<file path="config.mk">
export PLATFORM = sky130hd
export DESIGN_NAME = btn_debouncer
export DESIGN_NICKNAME = d
export VERILOG_FILES = /design/src/rtl/btn_debouncer.sv
export SDC_FILE = /design/constraint.sdc
export NUM_CORES = 1
export LEC_CHECK = 0
export ABC_AREA = 1
export BUFFER_PORTS_ARGS = -buffer_cell sky130_fd_sc_hd__buf_2
export CAP_MARGIN = 0
export CORE_AREA = 2 2 53 65
export CTS_CLUSTER_SIZE = 30
export DETAILED_ROUTE_END_ITERATION = 16
export DIE_AREA = 0 0 55 67
export GPL_TIMING_DRIVEN = 0
export PLACE_DENSITY_LB_ADDON = 0.05
export SLEW_MARGIN = 20
export SYNTH_ARGS = -nofsm -noshare
export SYNTH_HDL_FRONTEND = slang
export SYNTH_SLANG_ARGS = --single-unit
</file>
<file path="constraint.sdc">
create_clock -name clk -period 3.52 [get_ports clk]
set_input_delay 1.056 -clock clk [delete_from_list [all_inputs] [get_ports clk]]
set_output_delay 1.056 -clock clk [all_outputs]
set_load 0.01 [all_outputs]
</file>
<file path="src/rtl/btn_debouncer.sv">
`default_nettype none
// ============================================================================
//  Module      : btn_debouncer
//  Description : Push-button debouncer. A 2-FF synchroniser feeds a stability
//                counter; the debounced level only changes once the
//                synchronised input has disagreed with it for COUNT_MAX
//                consecutive cycles. A registered one-cycle pulse is emitted
//                on every accepted press (debounced 0->1 transition).
//  Revision    : 1.0 - initial release
// ============================================================================
module btn_debouncer #(
    parameter int CLK_FREQ_HZ = 100_000_000,
    parameter int DEBOUNCE_MS = 10
) (
    input  logic clk,
    input  logic rst,
    input  logic bt_in,
    output logic bt
);

    // Stability length in cycles and the counter sized to hold it.
    localparam int COUNT_MAX = CLK_FREQ_HZ / 1000 * DEBOUNCE_MS;
    localparam int CNT_W     = (COUNT_MAX < 1) ? 1 : $clog2(COUNT_MAX + 1);

    // Terminal count: the cycle on which a persistent disagreement is accepted.
    localparam logic [CNT_W-1:0] c_LAST = CNT_W'(COUNT_MAX - 1);
    localparam logic [CNT_W-1:0] c_ONE  = CNT_W'(1);

    // Debounced button level, kept as a two-state machine.
    typedef enum logic {
        RELEASED = 1'b0,
        PRESSED  = 1'b1
    } state_t;

    logic             r_sync1;
    logic             r_sync2;
    state_t           r_state;
    logic [CNT_W-1:0] r_counter;
    logic             r_bt;

    state_t           w_state_nxt;
    logic [CNT_W-1:0] w_counter_nxt;
    logic             w_bt_nxt;
    logic             w_differs;

    // Two-flop synchroniser; only r_sync2 is used by the logic below.
    always_ff @(posedge clk) begin
        if (rst) begin
            r_sync1 <= 1'b0;
            r_sync2 <= 1'b0;
        end else begin
            r_sync1 <= bt_in;
            r_sync2 <= r_sync1;
        end
    end

    assign w_differs = (r_sync2 != logic'(r_state));

    // Next-state logic: count disagreement cycles, accept at terminal count.
    // Any cycle of agreement discards a partial count, so short bounces and
    // glitches never reach the terminal value.
    always_comb begin
        w_state_nxt   = r_state;
        w_counter_nxt = '0;
        w_bt_nxt      = 1'b0;
        if (w_differs) begin
            if (r_counter >= c_LAST) begin
                w_state_nxt = state_t'(r_sync2);
                // Only a release->press transition is reported.
                w_bt_nxt    = (r_state == RELEASED);
            end else begin
                w_counter_nxt = r_counter + c_ONE;
            end
        end
    end

    // State, counter and pulse registers; reset wins over any count in flight.
    always_ff @(posedge clk) begin
        if (rst) begin
            r_state   <= RELEASED;
            r_counter <= '0;
            r_bt      <= 1'b0;
        end else begin
            r_state   <= w_state_nxt;
            r_counter <= w_counter_nxt;
            r_bt      <= w_bt_nxt;
        end
    end

    assign bt = r_bt;

endmodule
`default_nettype wire

</file>
==> results of run 1 <==
==> cell type report <==
type,instances,area (sq um),share of cell area [%]
clock buffers,3,22.5,1.78
flip-flops and latches,24,480,38.0
repair buffers,3,15.0,1.19
well taps,36,45.0,3.56
multi-input cells,114,599,47.4
inverters,21,78.8,6.24
plain buffers,2,22.5,1.78
==> sequential cells by signal (all words and copies together) (netlist names) <==
name	flops
r_counter	20
bt	1
r_state	1
r_sync1	1
r_sync2	1
==> where the power goes <==
part	internal, mW	switching (mW)	leakage [nW]
Combinational	0.00318	0.00460	0.238
Clock	0.0399	0.0760	0.0138
Sequential	0.273	0.000749	0.194
==> through the flow <==
step	hold slack, ps	worst slack, ps	cell area [sq um]	total power, mW	instances
detailed placement	410	1760	1240	0.288	200
CTS	429	1690	1260	0.408	203
floorplan	388	1950	1180	0.285	161
global route	461	1680	1260	0.414	203
global placement	404	1760	1240	0.288	200
finish	420	1720	1260	0.397	203
==> logic make-up after synthesis <==
family / share of synthesized area, %
AND/OR/NAND/NOR: 35.7
XOR/XNOR: 12.6
adder cells (fa/ha/maj): 1.06
flip-flops: 40.7
AO/OA/AOI/OAI: 1.38
buffers and inverters: 8.58
==> cell usage after synthesis <==
master	number
nor2_2	13
xnor2_1	7
xor2_1	10
nand3_1	5
buf_6	2
nand2_1	28
o21ai_0	1
ha_1	1
dfxtp_1	24
nor2_1	36
nand3_2	1
nor2_4	1
inv_1	21
nor3_1	2
nand4_1	3
o21ai_1	1
nand2_2	4
a31oi_1	1
==> worst register-to-register path, delay by kind of cell, from the launching register on <==
kind,cells,cell delay (ps)
simple gates,5,580
buf+inv,1,110
flops,1,390
fa+ha+maj,1,220
xor+xnor,1,170
==> routing by layer <==
| metal | global-route usage [%] | vias up | part of all wire (%) |
|---|---|---|---|
| met2 | 24.3 | 5 | 52 |
| li1 | - | 492 | - |
| met4 | 6.40 | 0 | 1.2 |
| met5 | 0 | - | 0 |
| met1 | 17.5 | 401 | 46 |
| met3 | 2.02 | 2 | 1.5 |
==> worst paths after layout <==
kind	startpoint	to	slack, ps	cells past startpoint
hold reg to reg	r_sync1	r_sync2	420	2
setup / recovery	bt	bt	1720	1
setup reg to reg	r_counter[0]	r_counter[16]	1950	8
hold / removal	r_sync1	r_sync2	420	2
==> placed cells by master, fill, tap and decap left out <==
cell type  count
dfxtp_1       24
a31oi_1        1
o21ai_1        1
nand2_1       28
nor2_2        13
xnor2_1        7
nor3_1         2
buf_2          3
nand2_2        4
ha_1           1
nor2_1        36
xor2_1        10
buf_6          2
nand4_1        3
clkbuf_4       3
nand3_1        5
nand3_2        1
nor2_4         1
o21ai_0        1
inv_1         21
==> flow_metrics.tcl, run 1 <==
set metrics [dict create \
    start_util_pct 39.0 \
    cts_resized 0 \
    critical_path_required_ps 2460 \
    yosysTopAreaCell "dfxtp_1" \
    yosys_warnings 0 \
    die_h_um 67 \
    synth_area_per_cell_sq_um 7.34 \
    numPortBuffers 3 \
    grt_max_degree 13 \
    cp_top_family "flip-flops" \
    coreArea_sq_mm 0.00303 \
    synth.top_cell.area_share_pct 40.7 \
    cp-start-kind "register" \
    fin_tns_setup_ps 0 \
    endpoint_kind "primary output" \
    num_io_pins 4 \
    path_cells "buf_2" \
    yosysUniqueCellTypes 18 \
    tritoncts "built" \
    die-area_sq_mm 0.00369 \
    ant_nets 0 \
    worst-path-max-fanout 1 \
    antenna_found_initial 0 \
    fp-row-count 22 \
    status "finished clean" \
    grt_pass1_wl_um 3800 \
    root_buffer "clkbuf_4" \
    via_count 900 \
    syn_to_final_growth_pct 6.99 \
    cts_buffer_depth 2 \
    grt_usage_pct 14.4 \
    fmax_mhz 557 \
    final_util_pct 41.7 \
    insertion_delay_ps 300 \
    tightest_slew_ps 211 \
    slowest_delay_ps 310 \
    place_congestion 0.769 \
    grt_remaining_overflow 0 \
    path_buf_inv 1 \
    skew_ps 7.06 \
    fin_nets 173 \
    irDropWorstVdd_v 0.000184 \
    hold_viol 0 \
    slew_violations 0 \
    crit_path_top_delay_cell "dfxtp_1" \
    dr.pass1.iters 4 \
    wl_per_cell_um 10.3 \
    p_per_area_mw_per_mm2 314 \
    slew_headroom_pct 85.9 \
    cp.arrival_ps 740 \
    total_leakage_power_nw 0.445 \
    clk_pin_slew_ps 120 \
    min_period_over_period_pct 51.0 \
    syn_area_sq_mm 0.00118 \
    first_global_vias 921 \
    synth_seq_cells 24 \
    critical_path_class "reg -> out" \
    drc_errors 0 \
    cts_sinks 24 \
    drt_wl_total_um 2080 \
    cts.hold.buffers_added 0 \
    drive_above_1_share_pct 16.2 \
    die_x_um 55 \
    vias_per_cell 4.43 \
    netlist_instances 161 \
    diodes 0 \
    min_period_ps 1800 \
    drt-initial-drc-count 9 \
    postCtsSetupBuffers 0 \
    seq_area_frac_synth_pct 40.7 \
    rsz0062_at_grt "false" \
    nFillCells 342 \
    cts_buffers 3 \
    hpwl_um 1660 \
    hp-class "reg -> reg" \
    setup_viol 0 \
    syn_nets 165 \
    cts_max_level 1 \
    synthTopCellsByArea "dfxtp_1 41%, nor2_1 11%, nand2_1 8.9%" \
    cap_viol_max_count 0 \
]
Power figures use the tool's default switching activity.
==> inputs of run 2 (changes only) <==
==> constraint.sdc (replaced) <==
create_clock -name clk -period 1.6 [get_ports clk]
set_input_delay 0.48 -clock clk [delete_from_list [all_inputs] [get_ports clk]]
set_output_delay 0.48 -clock clk [all_outputs]
set_load 0.01 [all_outputs]
==> flow_metrics.tcl, run 2 (synthesis results as in run 1) <==
set metrics [dict create \
    status "finished clean" \
    timing.rr.end "r_counter[9]" \
    fmax_mhz 702 \
    place_congestion 0.769 \
    crit_end "r_counter[9]" \
    grt_usage_pct 14.4 \
    skew_ps 6.42 \
    slew_headroom_pct 85.9 \
    place_ws_ps 50.1 \
    cap_viol_max_count 0 \
    ff2ff_path_depth 9 \
    clk_pin_slew_ps 130 \
    cts_buffer_depth 2 \
    hold_depth 2 \
    cts.hold.buffers_added 0 \
    die-area_sq_mm 0.00369 \
    drc_errors 0 \
    multi_input_area_sq_um 612 \
    num_io_pins 4 \
    insertion_delay_ps 300 \
    grt_util_met2_pct 24.3 \
    met1_usage_pct 17.5 \
    min_period_ps 1420 \
    cts_sinks 24 \
    grt_util_met3_pct 2.02 \
    postCtsSetupBuffers 0 \
    drive_above_1_share_pct 19.2 \
    wl_per_cell_um 10.3 \
    total_leakage_power_nw 0.441 \
    fin_nets 173 \
    min_period_over_period_pct 89.0 \
    vias_per_cell 4.46 \
    cts_max_level 1 \
    coreArea_sq_mm 0.00303 \
    p_per_area_mw_per_mm2 685 \
    hpwl_um 1660 \
    critical_path_class "reg -> reg" \
    slew_violations 0 \
    hp-class "in -> reg" \
    diodes 0 \
    drt_wl_total_um 2100 \
    nFillCells 345 \
    via_count 905 \
    worst-path-max-fanout 10 \
    start_util_pct 39.0 \
    grt_remaining_overflow 0 \
    finalWorstSetupSlack_ps 176 \
    antenna_found_initial 0 \
    irDropWorstVdd_v 0.000407 \
    cts_buffers 3 \
    dr.pass1.iters 4 \
    cp.arrival_ps 1630 \
    cts_resized 0 \
    fp-row-count 22 \
    first_global_vias 921 \
    critical_path_required_ps 1810 \
    die_h_um 67 \
    numPortBuffers 3 \
    hold_viol 0 \
    syn_to_final_growth_pct 8.16 \
    endpoint_kind "register" \
    mostFrequentLayoutCells "35 x nor2_1, 27 x nand2_1, 23 x dfxtp_1" \
    largest_register_ffs 20 \
    grt_pass1_wl_um 3800 \
    cp-start-kind "register" \
    die_x_um 55 \
    tritoncts "built" \
    tightest_slew_ps 211 \
    largest-register "r_counter" \
    layout_commonest_cell "nor2_1" \
    whs_ps 364 \
    r2r_start "r_counter[1]" \
    grt.busiest_layer "met2" \
    regArea_sq_um 482 \
    setup_viol 0 \
    grt_max_degree 13 \
    r2r_slack_ps 180 \
    drt-initial-drc-count 9 \
    crit_path_start "r_counter[1]" \
    root_buffer "clkbuf_4" \
    ant_nets 0 \
]
## run 2: cell counts in the layout (fill, tap and decap cells not counted)
No cell type changed its count.
## run 2: worst min path at each step
stage	from	endpoint	slack, ps
6_report	rst	r_sync1	360
5_1_grt	rst	r_sync1	360
4_1_cts	rst	r_sync1	340
3_5_place_dp	r_sync1	r_sync2	410
3_3_place_gp	r_sync1	r_sync2	400
2_1_floorplan	r_sync1	r_sync2	390
## run 2: critical path: stages, from the launching register on
cell	delay (ps)
dfxtp_1	370
ha_2	200
nand3_2	120
inv_2	90
nand3_1	90
inv_1	100
nor2_4	40
nand2_2	70
buf_6	170
nor2_2	60
## run 2: through the flow
| step | cells | setup TNS, ps | instance area [sq um] | utilization [%] | total power [mW] |
|---|---|---|---|---|---|
| after global routing | 203 | -11.0 | 1280 | 42.2 | 0.911 |
| final | 203 | 0 | 1280 | 42.2 | 0.875 |
| after global placement | 200 | 0 | 1240 | 41.0 | 0.633 |
| after CTS | 203 | 0 | 1260 | 41.7 | 0.897 |
| after detailed placement | 200 | 0 | 1240 | 41.0 | 0.633 |
| after floorplan | 161 | 0 | 1180 | - | 0.627 |
## run 2: area by class of cell
type | count | share of cell area [%]
Buffer | 2 | 1.76
Clock buffer | 3 | 1.76
Inverter | 21 | 6.17
Multi-Input combinational cell | 114 | 47.9
Sequential cell | 24 | 37.7
Tap cell | 36 | 3.53
Timing Repair Buffer | 3 | 1.18
## run 2: layer usage
| layer | vias to the layer above | share of wire, % |
|---|---|---|
| met4 | 0 | 1.1 |
| met2 | 5 | 52 |
| met5 | - | 0 |
| met3 | 2 | 1.5 |
| met1 | 405 | 45 |
| li1 | 493 | - |
## run 2: power breakdown
part           internal (mW)  switching, mW
Combinational        0.00704         0.0101
Sequential             0.601        0.00168
Clock                 0.0878          0.168
